<file path="config.mk">
export PLATFORM = sky130hd
export DESIGN_NAME = layer_compositor
export DESIGN_NICKNAME = d
export VERILOG_FILES = /design/src/rtl/compositor_pkg.sv /design/src/rtl/blend_stage.sv /design/src/rtl/layer_compositor.sv
export SDC_FILE = /design/constraint.sdc
export NUM_CORES = 1
export LEC_CHECK = 0
export ABC_AREA = 0
export CAP_MARGIN = 20
export CORE_MARGIN = 3
export CORE_UTILIZATION = 45
export CTS_CLUSTER_SIZE = 30
export DETAILED_ROUTE_END_ITERATION = 7
export DONT_BUFFER_PORTS = 1
export PLACE_DENSITY = 0.68
export SYNTH_ARGS = -nofsm -noshare
export SYNTH_HDL_FRONTEND = slang
export SYNTH_HIERARCHICAL = 1
export SYNTH_SLANG_ARGS = --single-unit
</file>
<file path="constraint.sdc">
create_clock -name clk -period 2.16 [get_ports clk]
set_clock_uncertainty 0.1 [all_clocks]
set_input_delay 0.54 -clock clk [delete_from_list [all_inputs] [get_ports clk]]
set_output_delay 0.54 -clock clk [all_outputs]
set_load 0.02 [all_outputs]
</file>
<file path="src/rtl/compositor_pkg.sv">
// compositor_pkg: shared pixel type and per-channel blend arithmetic
// for the layer_compositor pipeline.
package compositor_pkg;

  localparam int PIX_DEPTH = 4;

  typedef struct packed {
    logic [PIX_DEPTH-1:0] r;
    logic [PIX_DEPTH-1:0] g;
    logic [PIX_DEPTH-1:0] b;
    logic                 cov;
    logic                 last;
  } pixel_t;

  function automatic int unsigned amax(input int aw);
    return (32'd1 << aw) - 32'd1;
  endfunction

  // Endpoints bypass the multiply so full/zero alpha are exact.
  function automatic int unsigned blend_ch(
    input int unsigned a,
    input int unsigned curr,
    input int unsigned prev,
    input int          aw
  );
    int unsigned m;
    m = amax(aw);
    if (a == m) return curr;
    if (a == 0) return prev;
    return (a * curr + (m - a) * prev) >> aw;
  endfunction

endpackage

</file>
<file path="src/rtl/blend_stage.sv">
// blend_stage: one registered compositing stage; blends a single layer
// over the accumulated pixel arriving from the stage below.
module blend_stage
  import compositor_pkg::*;
#(
  parameter int DEPTH   = 4,
  parameter int ALPHA_W = 1
) (
  input  logic               clk,
  input  logic               rst_n,
  input  logic               i_adv,
  input  logic               i_vld,
  input  logic [DEPTH-1:0]   i_pr,
  input  logic [DEPTH-1:0]   i_pg,
  input  logic [DEPTH-1:0]   i_pb,
  input  logic               i_pcov,
  input  logic               i_plast,
  input  logic [DEPTH-1:0]   i_cr,
  input  logic [DEPTH-1:0]   i_cg,
  input  logic [DEPTH-1:0]   i_cb,
  input  logic [ALPHA_W-1:0] i_ca,
  input  logic               i_en,
  output logic               o_vld,
  output logic [DEPTH-1:0]   o_r,
  output logic [DEPTH-1:0]   o_g,
  output logic [DEPTH-1:0]   o_b,
  output logic               o_cov,
  output logic               o_last
);

  logic [ALPHA_W-1:0] w_a;
  logic               r_vld;
  logic [DEPTH-1:0]   r_r;
  logic [DEPTH-1:0]   r_g;
  logic [DEPTH-1:0]   r_b;
  logic               r_cov;
  logic               r_last;

  assign w_a = i_en ? i_ca : '0;

  always_ff @(posedge clk or negedge rst_n) begin
    if (!rst_n) begin
      r_vld  <= 1'b0;
      r_r    <= '0;
      r_g    <= '0;
      r_b    <= '0;
      r_cov  <= 1'b0;
      r_last <= 1'b0;
    end else if (i_adv) begin
      r_vld  <= i_vld;
      r_r    <= DEPTH'(blend_ch(32'(w_a), 32'(i_cr), 32'(i_pr), ALPHA_W));
      r_g    <= DEPTH'(blend_ch(32'(w_a), 32'(i_cg), 32'(i_pg), ALPHA_W));
      r_b    <= DEPTH'(blend_ch(32'(w_a), 32'(i_cb), 32'(i_pb), ALPHA_W));
      r_cov  <= i_pcov | (w_a != '0);
      r_last <= i_plast;
    end
  end

  assign o_vld  = r_vld;
  assign o_r    = r_r;
  assign o_g    = r_g;
  assign o_b    = r_b;
  assign o_cov  = r_cov;
  assign o_last = r_last;

endmodule

</file>
<file path="src/rtl/layer_compositor.sv">
// layer_compositor: N-stage pipelined layer blender over a background
// colour, one pixel per cycle with a global-stall valid/ready stream.
module layer_compositor
  import compositor_pkg::*;
#(
  parameter int               N_LAYERS = 4,
  parameter int               DEPTH    = 4,
  parameter int               ALPHA_W  = 1,
  parameter logic [DEPTH-1:0] BG_R     = '0,
  parameter logic [DEPTH-1:0] BG_G     = '0,
  parameter logic [DEPTH-1:0] BG_B     = '0
) (
  input  logic                        clk,
  input  logic                        rst_n,
  input  logic                        in_valid,
  output logic                        in_ready,
  input  logic [N_LAYERS*DEPTH-1:0]   in_r,
  input  logic [N_LAYERS*DEPTH-1:0]   in_g,
  input  logic [N_LAYERS*DEPTH-1:0]   in_b,
  input  logic [N_LAYERS*ALPHA_W-1:0] in_a,
  input  logic [N_LAYERS-1:0]         in_layer_en,
  input  logic                        in_last,
  output logic                        out_valid,
  input  logic                        out_ready,
  output logic [DEPTH-1:0]            out_r,
  output logic [DEPTH-1:0]            out_g,
  output logic [DEPTH-1:0]            out_b,
  output logic                        out_cov,
  output logic                        out_last
);

  // One layer word: {en, a, b, g, r}
  localparam int LW = 3 * DEPTH + ALPHA_W + 1;
  localparam int PW = N_LAYERS * LW;

  logic             w_adv;
  logic [PW-1:0]    w_in_pk;
  logic [PW-1:0]    w_up    [N_LAYERS];
  logic [PW-1:0]    r_pass  [N_LAYERS];
  logic             w_pv    [N_LAYERS];
  logic [DEPTH-1:0] w_pr    [N_LAYERS];
  logic [DEPTH-1:0] w_pg    [N_LAYERS];
  logic [DEPTH-1:0] w_pb    [N_LAYERS];
  logic             w_pcov  [N_LAYERS];
  logic             w_plast [N_LAYERS];
  logic             w_vld   [N_LAYERS];
  logic [DEPTH-1:0] w_r     [N_LAYERS];
  logic [DEPTH-1:0] w_g     [N_LAYERS];
  logic [DEPTH-1:0] w_b     [N_LAYERS];
  logic             w_cov   [N_LAYERS];
  logic             w_last  [N_LAYERS];

  assign w_adv    = !out_valid || out_ready;
  assign in_ready = w_adv;

  always_comb begin
    w_in_pk = '0;
    for (int k = 0; k < N_LAYERS; k++) begin
      w_in_pk[k*LW +: LW] = {in_layer_en[k],
                             in_a[k*ALPHA_W +: ALPHA_W],
                             in_b[k*DEPTH +: DEPTH],
                             in_g[k*DEPTH +: DEPTH],
                             in_r[k*DEPTH +: DEPTH]};
    end
  end

  always_comb begin
    w_up[0]    = w_in_pk;
    w_pv[0]    = in_valid;
    w_pr[0]    = BG_R;
    w_pg[0]    = BG_G;
    w_pb[0]    = BG_B;
    w_pcov[0]  = 1'b0;
    w_plast[0] = in_last;
    for (int k = 1; k < N_LAYERS; k++) begin
      w_up[k]    = r_pass[k-1];
      w_pv[k]    = w_vld[k-1];
      w_pr[k]    = w_r[k-1];
      w_pg[k]    = w_g[k-1];
      w_pb[k]    = w_b[k-1];
      w_pcov[k]  = w_cov[k-1];
      w_plast[k] = w_last[k-1];
    end
  end

  // Upper layers ride along; each stage shifts out the layer it consumed.
  always_ff @(posedge clk or negedge rst_n) begin
    if (!rst_n) begin
      for (int k = 0; k < N_LAYERS; k++) r_pass[k] <= '0;
    end else if (w_adv) begin
      for (int k = 0; k < N_LAYERS; k++) r_pass[k] <= w_up[k] >> LW;
    end
  end

  for (genvar k = 0; k < N_LAYERS; k++) begin : g_st
    blend_stage #(
      .DEPTH   (DEPTH),
      .ALPHA_W (ALPHA_W)
    ) u_stage (
      .clk     (clk),
      .rst_n   (rst_n),
      .i_adv   (w_adv),
      .i_vld   (w_pv[k]),
      .i_pr    (w_pr[k]),
      .i_pg    (w_pg[k]),
      .i_pb    (w_pb[k]),
      .i_pcov  (w_pcov[k]),
      .i_plast (w_plast[k]),
      .i_cr    (w_up[k][0 +: DEPTH]),
      .i_cg    (w_up[k][DEPTH +: DEPTH]),
      .i_cb    (w_up[k][2*DEPTH +: DEPTH]),
      .i_ca    (w_up[k][3*DEPTH +: ALPHA_W]),
      .i_en    (w_up[k][3*DEPTH+ALPHA_W]),
      .o_vld   (w_vld[k]),
      .o_r     (w_r[k]),
      .o_g     (w_g[k]),
      .o_b     (w_b[k]),
      .o_cov   (w_cov[k]),
      .o_last  (w_last[k])
    );
  end

  assign out_valid = w_vld[N_LAYERS-1];
  assign out_r     = w_r[N_LAYERS-1];
  assign out_g     = w_g[N_LAYERS-1];
  assign out_b     = w_b[N_LAYERS-1];
  assign out_cov   = w_cov[N_LAYERS-1];
  assign out_last  = w_last[N_LAYERS-1];

endmodule
</file>
==> results by group, run 1 <==
Global route
  – Total global-route track usage: 0.1509
  – First-pass GRT wire length: 19.11 mm
  – Grt total ovfl: 0
  – Initial antenna violation count: 0
  – Largest net degree at the start of global routing: 145
  – Number of global-route vias before repair: 3671

Floorplanning
  – Chip Width: 125.8 um
  – Die ar.: 15820 um^2
  – Initial core utilization: 0.4632
  – Ports: 77
  – Die height: 125.8 um
  – Core area: 13930 um^2
  – Floorplan row count: 43

STA
  – Setup_tns: 0 ps
  – Final hold slack: -279.4 ps
  – Fmax: 0.4937 GHz
  – Worst rel slew slack: 0.4485
  – Final worst-path cycle share: 0.9377
  – Unrepaired setup endpoints after global routing: false
  – Number of setup violations in the final report: 0
  – Slew @ Worst Pin: 827.2 ps
  – Final hold violations: 144
  – Count of pins over their slew limit: 0
  – Min cycle time layout: 2025 ps

Critical path
  – CP Capture Type: output port
  – R2r setup slk: 540 ps
  – Crit-path leading delay family: flip-flops
  – Slowest library cell on the worst path: dfrtp_2
  – CP Max Fanout: 11
  – Buf/Inv on CP: 1
  – Crit path largest cell delay: 500 ps
  – Setup crit start kind: register
  – Critical path class: reg -> out
  – Worst r2r src: g_st[3].u_stage/o_vld
  – Critical R2R Capture: g_st[0].u_stage/o_r[1]
  – Required @ worst endpoint: 1520 ps
  – Cell count of the worst reg-to-reg path: 5
  – Crit-path cells: nand2b_4, buf_4
  – Worst EP arrival: 1390 ps

Status
  – Status: finished with violations
  – Failing checks: hold timing

Yosys
  – Sequential share of the synthesized area: 0.5582
  – FF+latch count, synth: 144
  – Post-synth top area cell: dfrtp_1
  – Syn Area/Cell: 13.25 um^2
  – Synth area leaders: dfrtp_1, mux2_4, mux2_2
  – Post-synth design cell area: 6455 um^2
  – Syn Inst Count: 487
  – Unique masters post-synth: 14
  – Top-area cell type share of the netlist area: 0.5582
  – Ys Warns: 6

Detailed routing
  – Residual DRC count: 0
  – Wire per inst: 17.16 um
  – TritonRoute pass-1 iters: 5
  – Vias per Instance: 5.369
  – Final ANT Viol Nets: 0
  – Total wire length: 11.64 mm
  – Vias: 3640
  – Starting DRT DRC Count: 261

Final layout
  – Area grow syn2layout: 9.479%
  – Register area: 3605 um^2
  – # diodes: 0
  – Utilization after layout: 0.5071
  – Final net count: 547
  – Finished Layout Cells: 678
  – Fillers: 1191
  – Layout cells sized above 1: 0.3092
  – Area of the multi-input gates: 2547 um^2

Clocking
  – CTS tree: built
  – CTS root buffer: clkbuf_16
  – CTS H-tree lvls: 4
  – Clk sinks: 144
  – Clk_lat worst skew: 410 ps
  – Clock slew at reported path FFs: 60 ps
  – CTS Buf Count: 17
  – Clk buf depth: 2

Placement
  – PortBufs: 0
  – Placed Instances: 646
  – GPL Wtd Cong: 0.7716
  – Post-DP HPWL: 7.506 mm

Run
  – Max-cap viol count: 0

Power and ir drop
  – Power per cell area: 1442 nW/um^2
  – VDD IR max: 629.4 uV
  – Static Leak: 3.205 nW

Worst hold path
  – Worst min path class: in -> async
==> worst reg2reg max path, delay by kind of cell (launching register included) <==
family / cells / cell delay, ps
flops: 1 / 500
simple gates: 2 / 300
buf+inv: 2 / 500
compound gates: 1 / 140
==> placed cells by master, fill, tap and decap left out <==
cell type   count
buf_12          3
conb_1         13
a21oi_1         8
a21bo_1        28
dfrtp_2         1
buf_4           9
nand2b_4        1
nand2b_2        1
bufinv_16       1
nand3_1        48
clkbuf_8        5
mux2_2         43
nor2_1         52
clkinv_2        3
mux2_4         49
dfrtp_1       143
clkbuf_1        4
a21bo_2        20
a31oi_1        48
clkinvlp_4      1
clkbuf_16      17
==> cell families (layout without fill, tap and decap cells) <==
family / after synthesis / after routing / synth area share
DFF: 144 / 144 / 0.5582
other: 1 / 13 / 0.0005810
and+or+nand+nor: 101 / 102 / 0.06959
muxes: 92 / 92 / 0.1890
buffers and inverters: 45 / 43 / 0.05544
AOI/OAI and AO/OA: 104 / 104 / 0.1272
==> what timing repair did <==
item	4_1_cts	5_1_grt
endpoints found under the setup margin	0	1
resized for setup	0	1
hold endpoints to repair	144	144
setup buffers	0	0
==> sequential cells by signal (all words and copies together) (netlist names) <==
signal               flops
g_st.u_stage/o_vld       4
g_st.u_stage/o_r        16
g_st.u_stage/o_g        16
g_st.u_stage/o_last      4
r_pass                  84
g_st.u_stage/o_b        16
g_st.u_stage/o_cov       4
==> Yosys cell counts <==
cell / instances
nand2b_4: 1
a21bo_2: 20
a31oi_1: 48
conb_1: 1
dfrtp_1: 144
mux2_2: 43
nand3_1: 48
nor2_1: 52
mux2_4: 49
a21bo_1: 28
buf_4: 8
a21oi_1: 8
buf_2: 19
buf_6: 18
==> layer usage <==
| metal | GRT usage | share of wire | vias up |
|---|---|---|---|
| li1 | - | - | 1725 |
| met1 | 0.2024 | 0.46 | 1818 |
| met2 | 0.2303 | 0.47 | 88 |
| met3 | 0.05852 | 0.058 | 9 |
| met4 | 0.04353 | 0.0074 | 0 |
| met5 | 0 | 0 | - |
==> power by group <==
group | switching (mW) | internal, mW
clock | 1.03 | 1.73
combinational | 1.00 | 1.58
sequential | 1.08 | 3.77
total | 3.11 | 7.07
==> final cells by class <==
| type | count | area share |
|---|---|---|
| sequential | 144 | 0.5101 |
| clock buffer | 26 | 0.07206 |
| tap | 180 | 0.03187 |
| clock inverter | 5 | 0.007436 |
| timing repair buffer | 12 | 0.01806 |
| multi-input combinational | 311 | 0.3605 |
==> how the worst max path moves through the flow <==
stage	to	cells after the start	from
finish	in_ready	2	g_st[3].u_stage/o_vld
CTS	in_ready	2	g_st[3].u_stage/o_vld
global placement	in_ready	2	out_ready
global route	in_ready	2	g_st[3].u_stage/o_vld
detailed placement	g_st[0].u_stage/o_r[0]	5	out_ready
floorplan	g_st[0].u_stage/o_last	5	out_ready
==> through the flow <==
stage               power (mW)  hold slack (ps)  setup WS, ps  area, um^2
finish                   10.19           -279.4         134.5        7067
global route             10.79           -311.3         67.13        7067
CTS                      10.27           -300.9         26.54        7057
detailed placement       7.468            148.6         422.6        6495
global placement         7.352            150.1         445.4        6495
floorplan                7.042            144.4         405.0        6500
No activity file was read; power rests on OpenSTA's default activity.
==> inputs of run 2 (changes only) <==
--- a/config.mk
+++ b/config.mk
@@ -12,7 +12,7 @@
 export CTS_CLUSTER_SIZE = 30
 export DETAILED_ROUTE_END_ITERATION = 7
 export DONT_BUFFER_PORTS = 1
-export PLACE_DENSITY = 0.68
+export PLACE_DENSITY = 0.64
 export SYNTH_ARGS = -nofsm -noshare
 export SYNTH_HDL_FRONTEND = slang
 export SYNTH_HIERARCHICAL = 1
==> run 2 against run 1 <==
Sequential power hardly changed. Critical path type unchanged. Die area stayed put. Utilization is 0.40 points higher. Setup slack worse by 62 ps. Critical path depth stayed put. Wire length is 0.93% lower. The flow still finishes with violations (hold timing). Worst hold slack better by 4.3 ps. Count of clock-buffer cells in the layout is 4 lower.
==> results by group, run 2 (same netlist as run 1, synthesis figures left out) <==
Status
  – Status: finished with violations
  – Failing checks: hold timing

Critical path
  – Worst r2r src: g_st[3].u_stage/o_vld
  – Crit-path cells: nand2b_4, buf_12
  – Required @ worst endpoint: 1520 ps
  – Worst EP arrival: 1450 ps
  – Crit path largest cell delay: 480 ps
  – Cell count of the worst reg-to-reg path: 3
  – Setup crit start kind: register
  – R2r setup slk: 480 ps
  – Critical R2R Capture: r_pass[124]
  – Slowest library cell on the worst path: dfrtp_1
  – Critical path class: reg -> out
  – CP Max Fanout: 24
  – CP Capture Type: output port

Final layout
  – Largest Register: r_pass
  – # diodes: 0
  – Final Cell Area: 7123 um^2
  – Area grow syn2layout: 10.35%
  – Layout cells sized above 1: 0.3063
  – Commonest non-fill, non-tap cells in the layout: dfrtp_1, nor2_1, mux2_4, nand3_1, a31oi_1
  – Fillers: 1182
  – Final net count: 541
  – Max FFs per register: 84
  – Most common cell after layout, fill and taps aside: dfrtp_1
  – Utilization after layout: 0.5112

Floorplanning
  – Die height: 125.8 um
  – Chip Width: 125.8 um
  – Floorplan row count: 43
  – Die ar.: 15820 um^2
  – Ports: 77
  – Core area: 13930 um^2
  – Initial core utilization: 0.4632

STA
  – Setup_tns: 0 ps
  – Unrepaired setup endpoints after global routing: false
  – Final hold violations: 144
  – Number of setup violations in the final report: 0
  – Fmax: 0.4791 GHz
  – Count of pins over their slew limit: 0
  – Min cycle time layout: 2087 ps
  – Slew @ Worst Pin: 801.1 ps
  – Worst rel slew slack: 0.4659
  – Final hold slack: -275.0 ps
  – Final worst-path cycle share: 0.9664

Placement
  – PortBufs: 0
  – GPL Wtd Cong: 0.7471
  – Placed Area: 6482 um^2
  – Post-DP HPWL: 7.454 mm

Global route
  – Largest net degree at the start of global routing: 145
  – First-pass GRT wire length: 19.35 mm
  – Grt total ovfl: 0
  – Initial antenna violation count: 0
  – Number of global-route vias before repair: 3667
  – Total global-route track usage: 0.1541

Clocking
  – CTS root buffer: clkbuf_16
  – Clk buf depth: 2
  – Clk_lat worst skew: 410 ps
  – Clock slew at reported path FFs: 60 ps
  – Post-CTS sizing: 0
  – CTS Buf Count: 17
  – Clk sinks: 144
  – Post-CTS Setup Bufs: 0
  – CTS H-tree lvls: 4
  – CTS tree: built

Detailed routing
  – Vias: 3569
  – TritonRoute pass-1 iters: 4
  – Final ANT Viol Nets: 0
  – Starting DRT DRC Count: 267
  – Total wire length: 11.53 mm
  – Wire per inst: 17.13 um
  – Residual DRC count: 0
  – Vias per Instance: 5.303

Power and ir drop
  – Power per cell area: 1476 nW/um^2
  – VDD IR max: 660.9 uV
  – Power consumption: 10.51 mW
  – Static Leak: 3.232 nW

Worst hold path
  – Worst min path class: in -> async

Run
  – Max-cap viol count: 0
[run 2: final cells by class]
cell class                      instances  area (um^2)  share of cell area
Multi-Input combinational cell        310         2539              0.3564
Clock inverter                         10        156.4             0.02196
Timing Repair Buffer                    7        115.1             0.01616
Sequential cell                       144         3603              0.5059
Tap cell                              180        225.2             0.03162
Clock buffer                           22        484.2             0.06798
[run 2: how the worst max path moves through the flow]
stage                                from                     end  slack [ps]  depth (start not counted)
floorplan                       out_ready  g_st[0].u_stage/o_last         410                          5
global placement                out_ready             r_pass[208]         450                          3
detailed placement              out_ready              r_pass[68]         430                          3
CTS                 g_st[3].u_stage/o_vld                in_ready          50                          2
global route        g_st[3].u_stage/o_vld                in_ready           5                          2
finish              g_st[3].u_stage/o_vld                in_ready          70                          2
[run 2: stage by stage]
step	cells	setup WS (ps)
floorplan	499	405.0
global placement	641	450.1
detailed placement	641	428.9
finish	673	72.56
global route	673	4.761
CTS	673	45.67
[run 2: metal layers]
| layer | wire length, um | GRT usage | vias to the layer above |
|---|---|---|---|
| met5 | 0 | 0 | - |
| met4 | 197 | 0.05931 | 0 |
| met3 | 592 | 0.05640 | 17 |
| met2 | 5313 | 0.2310 | 85 |
| met1 | 5426 | 0.2060 | 1740 |
| li1 | - | - | 1727 |
[run 2: power by group]
part	total, mW	switching [mW]	internal, mW
combinational	2.55	0.976	1.58
clock	3.13	1.08	2.05
sequential	4.84	1.07	3.76
[run 2: worst max-delay path: cells and delay by family (launching register included)]
family | cells | cell delay (ps)
buffers and inverters | 1 | 240
DFF | 1 | 480
and+or+nand+nor | 1 | 300
